$ cat config.mk
export PLATFORM = sky130hd
export DESIGN_NAME = sram_like_arbiter
export DESIGN_NICKNAME = d
export VERILOG_FILES = /design/src/rtl/sram_like_arbiter.sv
export SDC_FILE = /design/constraint.sdc
export NUM_CORES = 1
export LEC_CHECK = 0
export ABC_AREA = 0
export BUFFER_PORTS_ARGS = -buffer_cell sky130_fd_sc_hd__buf_2
export CORE_AREA = 2 2 118 120
export CTS_CLUSTER_DIAMETER = 200
export CTS_CLUSTER_SIZE = 25
export DETAILED_ROUTE_END_ITERATION = 10
export DIE_AREA = 0 0 120 122
export GPL_TIMING_DRIVEN = 0
export HOLD_SLACK_MARGIN = 0.02
export PLACE_DENSITY = 0.44
export SLEW_MARGIN = 20
export SYNTH_ARGS = -nofsm -noshare
export SYNTH_HDL_FRONTEND = slang
export SYNTH_SLANG_ARGS = --single-unit
$ cat constraint.sdc
create_clock -name clk -period 2.96 [get_ports clk]
set_input_delay 0.148 -clock clk [delete_from_list [all_inputs] [get_ports clk]]
set_output_delay 0.148 -clock clk [all_outputs]
set_load 0.05 [all_outputs]
$ cat src/rtl/sram_like_arbiter.sv
// Two-master sram-like arbiter (data over inst) with an in-order owner FIFO that routes data_ok back.
// Latency: 0 cycles; backpressure: req withheld while the owner FIFO is full, lock holds the grant until addr_ok.
module sram_like_arbiter #(
  parameter int DEPTH = 2
) (
  input  logic        clk,
  input  logic        resetn,
  input  logic        inst_req,
  input  logic        inst_wr,
  input  logic [1:0]  inst_size,
  input  logic [31:0] inst_addr,
  input  logic [31:0] inst_wdata,
  output logic        inst_addr_ok,
  output logic        inst_data_ok,
  output logic [31:0] inst_rdata,
  input  logic        data_req,
  input  logic        data_wr,
  input  logic [1:0]  data_size,
  input  logic [31:0] data_addr,
  input  logic [31:0] data_wdata,
  output logic        data_addr_ok,
  output logic        data_data_ok,
  output logic [31:0] data_rdata,
  output logic        req,
  output logic        wr,
  output logic [1:0]  size,
  output logic [31:0] addr,
  output logic [31:0] wdata,
  input  logic        addr_ok,
  input  logic        data_ok,
  input  logic [31:0] rdata
);

  localparam int PW = (DEPTH > 1) ? $clog2(DEPTH) : 1;
  localparam int CW = $clog2(DEPTH) + 1;

  logic             lock_q, lock_d;
  logic             lock_owner_q, lock_owner_d;
  logic [PW-1:0]    rd_ptr_q, rd_ptr_d;
  logic [PW-1:0]    wr_ptr_q, wr_ptr_d;
  logic [CW-1:0]    count_q, count_d;
  logic [DEPTH-1:0] fifo_q, fifo_d;

  logic sel_data, sel_req, fifo_full, fifo_empty, head, push, pop;

  function automatic logic [PW-1:0] ptr_inc(input logic [PW-1:0] p);
    if (p == PW'(DEPTH - 1)) return '0;
    return p + PW'(1);
  endfunction

  always_comb begin
    fifo_full  = (count_q == CW'(DEPTH));
    fifo_empty = (count_q == '0);
    head       = fifo_q[rd_ptr_q];
    // A pending, not-yet-accepted request keeps its master so the slave sees stable fields.
    sel_data   = lock_q ? lock_owner_q : data_req;
    sel_req    = sel_data ? data_req : inst_req;
    req        = sel_req & ~fifo_full & resetn;

    wr    = 1'b0;
    size  = '0;
    addr  = '0;
    wdata = '0;
    if (req) begin
      if (sel_data) begin
        wr    = data_wr;
        size  = data_size;
        addr  = data_addr;
        wdata = data_wdata;
      end else begin
        wr    = inst_wr;
        size  = inst_size;
        addr  = inst_addr;
        wdata = inst_wdata;
      end
    end

    inst_addr_ok = addr_ok & req & ~sel_data;
    data_addr_ok = addr_ok & req & sel_data;

    push = req & addr_ok;
    // Responses with nothing outstanding (including same-cycle addr/data) are dropped.
    pop  = data_ok & ~fifo_empty & resetn;

    inst_data_ok = pop & ~head;
    data_data_ok = pop & head;
    inst_rdata   = rdata;
    data_rdata   = rdata;
  end

  always_comb begin
    lock_d       = lock_q;
    lock_owner_d = lock_owner_q;
    rd_ptr_d     = rd_ptr_q;
    wr_ptr_d     = wr_ptr_q;
    count_d      = count_q;
    fifo_d       = fifo_q;

    if (push) begin
      lock_d = 1'b0;
    end else if (req) begin
      lock_d       = 1'b1;
      lock_owner_d = sel_data;
    end

    if (push) begin
      fifo_d[wr_ptr_q] = sel_data;
      wr_ptr_d         = ptr_inc(wr_ptr_q);
    end
    if (pop) begin
      rd_ptr_d = ptr_inc(rd_ptr_q);
    end

    case ({push, pop})
      2'b10:   count_d = count_q + CW'(1);
      2'b01:   count_d = count_q - CW'(1);
      default: count_d = count_q;
    endcase
  end

  always_ff @(posedge clk) begin
    if (!resetn) begin
      lock_q       <= 1'b0;
      lock_owner_q <= 1'b0;
      rd_ptr_q     <= '0;
      wr_ptr_q     <= '0;
      count_q      <= '0;
      fifo_q       <= '0;
    end else begin
      lock_q       <= lock_d;
      lock_owner_q <= lock_owner_d;
      rd_ptr_q     <= rd_ptr_d;
      wr_ptr_q     <= wr_ptr_d;
      count_q      <= count_d;
      fifo_q       <= fifo_d;
    end
  end

endmodule

# [Yosys cells after proc, flatten, opt, wreduce, memory -nomap -nowiden]
# Cells that the tools add are included.
[word_totals] regBits=8 inputBits=172 out_inout_bits=136 wordCells=60
[op_classes] add_sub_neg=4 order_cmp=3 n_eq_ne=3 mux=24 n_bitwise=15 reduce_logical=5
[ops] operator="32-bit two-way mux" n=4
[ops] operator="1-bit two-way mux" n=15
[ops] operator="1-bit bitwise AND" n=9
[ops] operator="1-bit inverter" n=6
[ops] operator="2-bit equality test, second input constant" n=2
[ops] operator="1-bit by 2-bit < comparator with 1-bit output, second input constant" n=2
[ops] operator="2-bit two-way mux" n=2
[ops] operator="2-bit one-hot mux with 2 select lines" n=1
[ops] operator="1-bit adder, second input constant" n=2
[ops] operator="2-bit by 1-bit adder with 2-bit output, second input constant" n=1
[ops] operator="2-bit bitwise mux" n=1
[ops] operator="2-bit by 1-bit equality test with 1-bit output, second input constant" n=1
[ops] operator="2-bit zero test" n=1
[ops] operator="2-bit AND reduction" n=1
[ops] operator="2-bit nonzero test" n=1
[ops] operator="2-bit OR reduction" n=1
[ops] operator="2-bit by 1-bit subtractor with 2-bit output, second input constant" n=1
[ops] operator="1-bit demux with 1-bit select" n=1
[ops] operator="1-bit greater-or-equal comparator, second input constant" n=1
[ops] operator="1-bit logical AND" n=1

# [Depth between registers and ports, before layout]
# Gate-level depths: netlist of run 1.
[depth] ltp_word=7 depth_mapped=9 depth_no_buf=8

# [Least setup slack after synthesis of run 1]
# No wires, ideal clock.
[synth_timing] path_kind="reg2reg" from="register lock_owner_q" to="register count_q[1]" setup_ns=0.070 arrival_time_ns=2.267 required_ns=2.890 setup_slack_ns=0.623 path_stages_with_launch=9 path_buffers=1 synth_period_minus_slack_ns=2.337 path_cell_list="dfxtp_1 mux2i_1 a2111o_1 buf_2 inv_1 nand2_1 ha_1 or3_1 a21oi_1"
[synth_via] elab_chain_len=7 elab_cells_between_ends=9 cone_classes="2 x eq/ne; 3 x mux; 3 x bitwise; 1 x reduce/logical"
[synth_rtl] item="from (decl)" line="38" source="logic lock_owner_q, lock_owner_d;"
[synth_rtl] item="from (signal assigned)" line="131" source="lock_owner_q <= lock_owner_d;"
[synth_rtl] item="1-bit two-way mux (*)" line="56" source="sel_data = lock_q ? lock_owner_q : data_req;"
[synth_rtl] item="1-bit two-way mux (*)" line="57" source="sel_req = sel_data ? data_req : inst_req;"
[synth_rtl] item="1-bit bitwise AND (*) (2 in a row)" line="58" source="req = sel_req & ~fifo_full & resetn;"
[synth_rtl] item="net req" line="24" source="output logic req,"
[synth_rtl] item="1-bit bitwise AND (*)" line="81" source="push = req & addr_ok;"
[synth_rtl] item="2-bit by 1-bit equality test with 1-bit output / 2-bit equality test (equally long branches)" line="114" source="case ({push, pop})"
[synth_rtl] item="2-bit one-hot mux with 2 select lines / 2-bit nonzero test (equally long branches)"
[synth_rtl] item="to (signal assigned)" line="134" source="count_q <= count_d;"
[synth_rtl] item="to (decl)" line="41" source="logic [CW-1:0] count_q, count_d;"
# Mark *: on every way through the listed nets, which the timed path passes. The rest lies on a longest branch.
# A chain may end at the register's enable or synchronous reset.

# [Worst setup path after layout of run 1]
[layout_timing] from="register lock_q" to="output wdata[16]"
[layout_via] elab_chain_len=5 elab_cells_between_ends=6 cone_classes="4 x mux; 2 x bitwise"
[layout_rtl] item="from (decl)" line="37" source="logic lock_q, lock_d;"
[layout_rtl] item="from (signal assigned)" line="130" source="lock_q <= lock_d;"
[layout_rtl] item="1-bit two-way mux (*)" line="56"
[layout_rtl] item="1-bit two-way mux" line="57"
[layout_rtl] item="1-bit bitwise AND (2 in a row)" line="58"
[layout_rtl] item="32-bit two-way mux (*)" line="64" source="if (req) begin"
[layout_rtl] item="to (decl)" line="28" source="output logic [31:0] wdata,"
# Every way passes the cells marked *; elsewhere a longest branch is shown, timed or not.

==> flow_metrics.py, run 1 <==
metrics = {
    "floorplanning": {
        "num_rows": 43,
        "die_width_um": 120,
        "start_util": 0.1348,
        "fp.dieArea_mm2": 0.01464,
        "die_y_um": 122,
        "pin_count": 308,
        "core_mm2": 0.01350,
    },
    "global_route": {
        "grt_pass1_vias": 2817,
        "grt_max_degree": 11,
        "grt_use_total": 0.1069,
        "grt_pass1_wl_mm": 12.99,
        "antenna_found_initial": 0,
        "overflow": 0,
    },
    "worst_setup_path": {
        "required_ps": 2810,
        "r2r-end": "count_q[1]",
        "path_buf_inv": 3,
        "slowest_delay_ps": 540,
        "r2r.worst_path.cells": 8,
        "crit_chain": "mux2i_1 > clkbuf_2 > clkbuf_1 > nand2_1 > a21oi_1 > buf_2",
        "cp.arrival_ps": 2490,
        "cp_slowest_cell": "mux2i_1",
        "crit_path_start_kind": "flop",
        "r2r_slack_ps": 720,
        "cp_top_family": "buffers and inverters",
        "reg2reg_from": "lock_owner_q",
        "crit_type": "reg -> out",
        "worstPathMaxFanout": 10,
        "end_kind": "output port",
    },
    "sta": {
        "max_freq_mhz": 379.4,
        "rsz0062_at_grt": "false",
        "fin_worst_skew_ps": 0.6134,
        "finalWorstSetupSlack_ps": 324.6,
        "slew_violations": 0,
        "finalSetupViolations": 0,
        "finalHoldViolations": 0,
        "tightestPinTransition_ps": 574.0,
        "min_period_ps": 2635,
        "final.setup.tns_ps": 0,
        "finalCritPeriodShare": 0.8903,
        "maxSlewHeadroom": 0.6064,
    },
    "cts": {
        "h-tree-depth": 1,
        "clock_sinks": 8,
        "cts_made_buffers": 3,
        "hold_buffers": 0,
        "clk_latency_ps": 230,
        "cts_tree": "yes",
        "post_cts_buffers": 0,
        "root_buffer": "clkbuf_16",
        "clockBufferDepth": 2,
        "path_clk_slew_ps": 40,
        "cts-resized-gates": 0,
    },
    "placement": {
        "post-place-ws_ps": 319.1,
        "dp.cells": 790,
        "globalplace.congestion": 0.7460,
        "portBuffers": 275,
        "post-dp-hpwl_mm": 7.761,
    },
    "synth": {
        "ys_seq_elements": 8,
        "ys.warnings.count": 0,
        "avgSynthCellArea_um2": 5.434,
        "synthesis.area_mm2": 0.001820,
        "syn_inst": 335,
        "yosysSeqAreaShare": 0.08797,
        "synth_nets": 508,
        "ys_types": 23,
    },
    "min_path": {
        "hold_start": "addr_ok",
        "hold_path_depth": 2,
        "hp-class": "in -> reg",
        "worstHoldEndpoint": "lock_q",
    },
    "routing": {
        "route.vias.total": 3069,
        "ant_nets": 0,
        "routed_wl_mm": 8.967,
        "drtPass1Iterations": 4,
        "drc": 0,
        "wl_per_cell_um": 11.31,
        "viasPerCell": 3.870,
        "drt_iter0_drc": 78,
    },
    "finish": {
        "layoutNonFillerInstCount": 793,
        "layout_common_cells": "277 x buf_2, 138 x nand2_1, 70 x a21oi_1",
        "syn_to_final_growth_pct": 92.17,
        "antennaDiodeCount": 0,
        "drive_gt1_frac": 0.5661,
        "fillers": 1548,
        "nets": 788,
        "layout_commonest_cell": "buf_2",
    },
    "status": {
        "status": "finished, final reports clean",
    },
    "job": {
        "cap_viol_max_count": 0,
    },
    "pwr": {
        "p_leak_nw": 2.111,
        "p_total_mw": 1.282,
        "ir_drop_v": 0.0001413,
        "p_per_area_mw_per_mm2": 366.4,
    },
}
[stage by stage]
stage	util	hold WS [ps]	cell area, µm²
floorplan	-	237.4	1821
global route	0.2591	234.1	3498
finish	0.2591	186.6	3498
CTS	0.2590	186.9	3497
global placement	0.2534	422.8	3422
detailed placement	0.2534	420.4	3422
[worst max-delay path by stage]
stage                 startpoint         end  slack [ps]  cells after the start
global route              lock_q   wdata[16]          20                      6
finish                    lock_q   wdata[16]         320                      6
CTS                       lock_q   wdata[16]          90                      6
global placement          lock_q   wdata[16]         370                      6
floorplan           lock_owner_q  count_q[1]         620                      8
detailed placement        lock_q   wdata[16]         320                      6
[report_power, final]
part	switching, mW	internal, mW	total [mW]
sequential	0.00717	0.116	0.123
clock	0.0512	0.174	0.225
combinational	0.665	0.268	0.933
total	0.724	0.558	1.28
[final cells by class]
type | count | area [µm²] | area share
plain buffers | 86 | 566.8 | 0.1620
clock buffers | 3 | 75.07 | 0.02146
inverters | 4 | 15.01 | 0.004292
multi-input cells | 237 | 1080 | 0.3087
flip-flops and latches | 8 | 160.2 | 0.04578
well taps | 180 | 225.2 | 0.06438
repair buffers | 275 | 1376 | 0.3934
[cell families (layout without fill, tap and decap cells)]
family | count (synthesis) | count (layout) | share of synthesized area
buf+inv | 90 | 368 | 0.3189
fa+ha+maj | 1 | 1 | 0.006872
simple gates | 150 | 150 | 0.3189
xor+xnor | 3 | 3 | 0.01444
compound gates | 77 | 77 | 0.2192
flops | 8 | 8 | 0.08797
mux | 6 | 6 | 0.03368
[state kept, by name (all words and copies together) (netlist names)]
register / count
wr_ptr_q: 1
fifo_q: 2
rd_ptr_q: 1
lock_owner_q: 1
count_q: 2
lock_q: 1
[cells in the mapped netlist]
| master | count | area (µm²) |
|---|---|---|
| nand2_1 | 138 | 518.0 |
| a21oi_1 | 70 | 350.3 |
| buf_4 | 64 | 480.5 |
| clkbuf_1 | 18 | 67.56 |
| dfxtp_1 | 8 | 160.2 |
| nor2_1 | 6 | 22.52 |
| mux2i_1 | 5 | 50.05 |
| inv_1 | 4 | 15.01 |
| o21ai_0 | 3 | 15.01 |
| buf_1 | 2 | 7.510 |
| buf_2 | 2 | 10.01 |
| nor2b_1 | 2 | 12.51 |
| o211ai_1 | 2 | 15.01 |
| xor2_1 | 2 | 17.52 |
| a2111o_1 | 1 | 11.26 |
| ha_1 | 1 | 12.51 |
| mux2_2 | 1 | 11.26 |
| nand3_1 | 1 | 5.000 |
| nor3_1 | 1 | 5.000 |
| o31ai_1 | 1 | 7.510 |
| or3_1 | 1 | 6.260 |
| or3_4 | 1 | 11.26 |
| xnor2_1 | 1 | 8.760 |
[layer usage]
| layer | wire length, µm | track usage | up-vias |
|---|---|---|---|
| met3 | 686 | 0.01077 | 9 |
| met4 | 95 | 0.01544 | 0 |
| met5 | 0 | 0 | - |
| met1 | 3558 | 0.1298 | 1325 |
| li1 | - | - | 1564 |
| met2 | 4627 | 0.2060 | 171 |
[worst reg2reg max path, cell delays in order, from the launching register on]
cell      delay, ps
dfxtp_1         380
mux2i_1          90
a2111o_1        390
buf_2           200
inv_1           150
nand2_1         120
ha_1            330
or3_1           350
a21oi_1         150
Note: power is estimated with default switching activity, not from simulation.
==> run 2, diff against run 1 <==
--- a/config.mk
+++ b/config.mk
@@ -7,14 +7,16 @@
 export LEC_CHECK = 0
 export ABC_AREA = 0
 export BUFFER_PORTS_ARGS = -buffer_cell sky130_fd_sc_hd__buf_2
-export CORE_AREA = 2 2 118 120
+export CELL_PAD_IN_SITES_DETAIL_PLACEMENT = 2
+export CELL_PAD_IN_SITES_GLOBAL_PLACEMENT = 2
+export CORE_MARGIN = 1
+export CORE_UTILIZATION = 11
 export CTS_CLUSTER_DIAMETER = 200
 export CTS_CLUSTER_SIZE = 25
 export DETAILED_ROUTE_END_ITERATION = 10
-export DIE_AREA = 0 0 120 122
 export GPL_TIMING_DRIVEN = 0
 export HOLD_SLACK_MARGIN = 0.02
-export PLACE_DENSITY = 0.44
+export PLACE_DENSITY = 0.86
 export SLEW_MARGIN = 20
 export SYNTH_ARGS = -nofsm -noshare
 export SYNTH_HDL_FRONTEND = slang
==> flow_metrics.py, run 2 (same netlist as run 1, synthesis figures left out) <==
metrics = {
    "worst_setup_path": {
        "r2r.worst_path.cells": 8,
        "required_ps": 2810,
        "end_kind": "output port",
        "worstPathMaxFanout": 10,
        "crit_path_end": "wdata[12]",
        "crit_path_start_kind": "flop",
        "reg2reg_from": "lock_owner_q",
        "startpoint": "lock_q",
        "r2r_slack_ps": 650,
        "crit_type": "reg -> out",
        "cp.arrival_ps": 2570,
        "r2r-end": "count_q[1]",
    },
    "global_route": {
        "grt_max_degree": 11,
        "antenna_found_initial": 0,
        "overflow": 0,
        "grt_pass1_vias": 3416,
        "grt_use_total": 0.1289,
        "grt_pass1_wl_mm": 16.92,
    },
    "sta": {
        "finalWorstSetupSlack_ps": 244.9,
        "finalHoldViolations": 0,
        "final.setup.tns_ps": 0,
        "finalCritPeriodShare": 0.9172,
        "finalSetupViolations": 0,
        "rsz0062_at_grt": "false",
        "hold_ws_ps": 197.6,
        "max_freq_mhz": 368.3,
        "min_period_ps": 2715,
        "maxSlewHeadroom": 0.5812,
        "slew_violations": 0,
        "tightestPinTransition_ps": 628.3,
        "fin_worst_skew_ps": 2.355,
    },
    "cts": {
        "path_clk_slew_ps": 40,
        "clk_latency_ps": 240,
        "root_buffer": "clkbuf_16",
        "clock_sinks": 8,
        "cts_tree": "yes",
        "clockBufferDepth": 2,
        "h-tree-depth": 1,
        "cts_made_buffers": 3,
    },
    "finish": {
        "reg_top3": "count_q (2), fifo_q (2)",
        "drive_gt1_frac": 0.5677,
        "nets": 788,
        "antennaDiodeCount": 0,
        "layout_commonest_cell": "buf_2",
        "layoutNonFillerInstCount": 829,
        "syn_to_final_growth_pct": 94.85,
        "layout_common_cells": "277 x buf_2, 138 x nand2_1, 70 x a21oi_1",
    },
    "routing": {
        "route.vias.total": 3201,
        "drtPass1Iterations": 4,
        "ant_nets": 0,
        "wl_per_cell_um": 14.57,
        "drc": 0,
        "routed_wl_mm": 12.08,
        "drt_iter0_drc": 38,
        "viasPerCell": 3.861,
    },
    "placement": {
        "portBuffers": 275,
        "post-place-ws_ps": 22.70,
        "post-dp-hpwl_mm": 10.51,
        "dp.cells": 826,
        "globalplace.congestion": 0.7293,
    },
    "pwr": {
        "p_leak_nw": 2.112,
        "p_per_area_mw_per_mm2": 368.5,
        "ir_drop_v": 0.0001058,
    },
    "floorplanning": {
        "start_util": 0.1138,
        "die_y_um": 130.6,
        "num_rows": 46,
        "fp.dieArea_mm2": 0.01707,
        "die_width_um": 130.6,
        "core_mm2": 0.01600,
        "pin_count": 308,
    },
    "status": {
        "status": "finished, final reports clean",
    },
    "job": {
        "cap_viol_max_count": 0,
    },
    "min_path": {
        "hp-class": "in -> reg",
    },
}
-- run 2: critical path, stage by stage (launching register included) --
cell and delay [ps]:
dfxtp_1 400, mux2i_2 500, clkbuf_2 410, clkbuf_1 440, nand2_1 110, a21oi_1 170
buf_2 300
-- run 2: layout make-up --
cell class | instances | area, µm²
Buffer | 86 | 566.8
Multi-Input combinational cell | 237 | 1084
Inverter | 4 | 15.01
Sequential cell | 8 | 160.2
Clock buffer | 3 | 75.07
Fill cell | 2092 | 12450
Timing Repair Buffer | 275 | 1376
Tap cell | 216 | 270.3
-- run 2: metal layers --
layer / share of wire / track usage / vias to the layer above
li1: - / - / 1567
met3: 0.057 / 0.01792 / 5
met1: 0.38 / 0.1396 / 1492
met5: 0 / 0 / -
met2: 0.56 / 0.2649 / 137
met4: 0.0056 / 0.01826 / 0
-- run 2: per-stage QoR --
step	total power, mW	instance area, µm²	utilization
floorplan	0.8063	1821	-
global placement	1.075	3467	0.2167
detailed placement	1.091	3467	0.2167
CTS	1.331	3547	0.2217
global route	1.386	3547	0.2217
finish	1.307	3547	0.2217
-- run 2: how the worst min path moves through the flow --
stage	start	to	cells past startpoint
after global routing	addr_ok	lock_owner_q	2
after global placement	addr_ok	lock_q	2
after detailed placement	addr_ok	lock_q	2
after CTS	addr_ok	lock_q	2
final	addr_ok	lock_q	2
after floorplan	addr_ok	lock_q	1
-- run 2: what timing repair did --
item | 4_1_cts | 5_1_grt
setup endpoints to repair | 20 | 0
gates resized for setup | 2 | 0
hold buffers | 0 | 0
setup buffers | 0 | 0
-- run 2: where the power goes --
group | internal [mW] | leakage (nW) | switching (mW) | total (mW)
Clock | 0.174 | 0.0370 | 0.0566 | 0.231
Sequential | 0.116 | 0.0652 | 0.00787 | 0.124
Combinational | 0.269 | 2.01 | 0.683 | 0.952
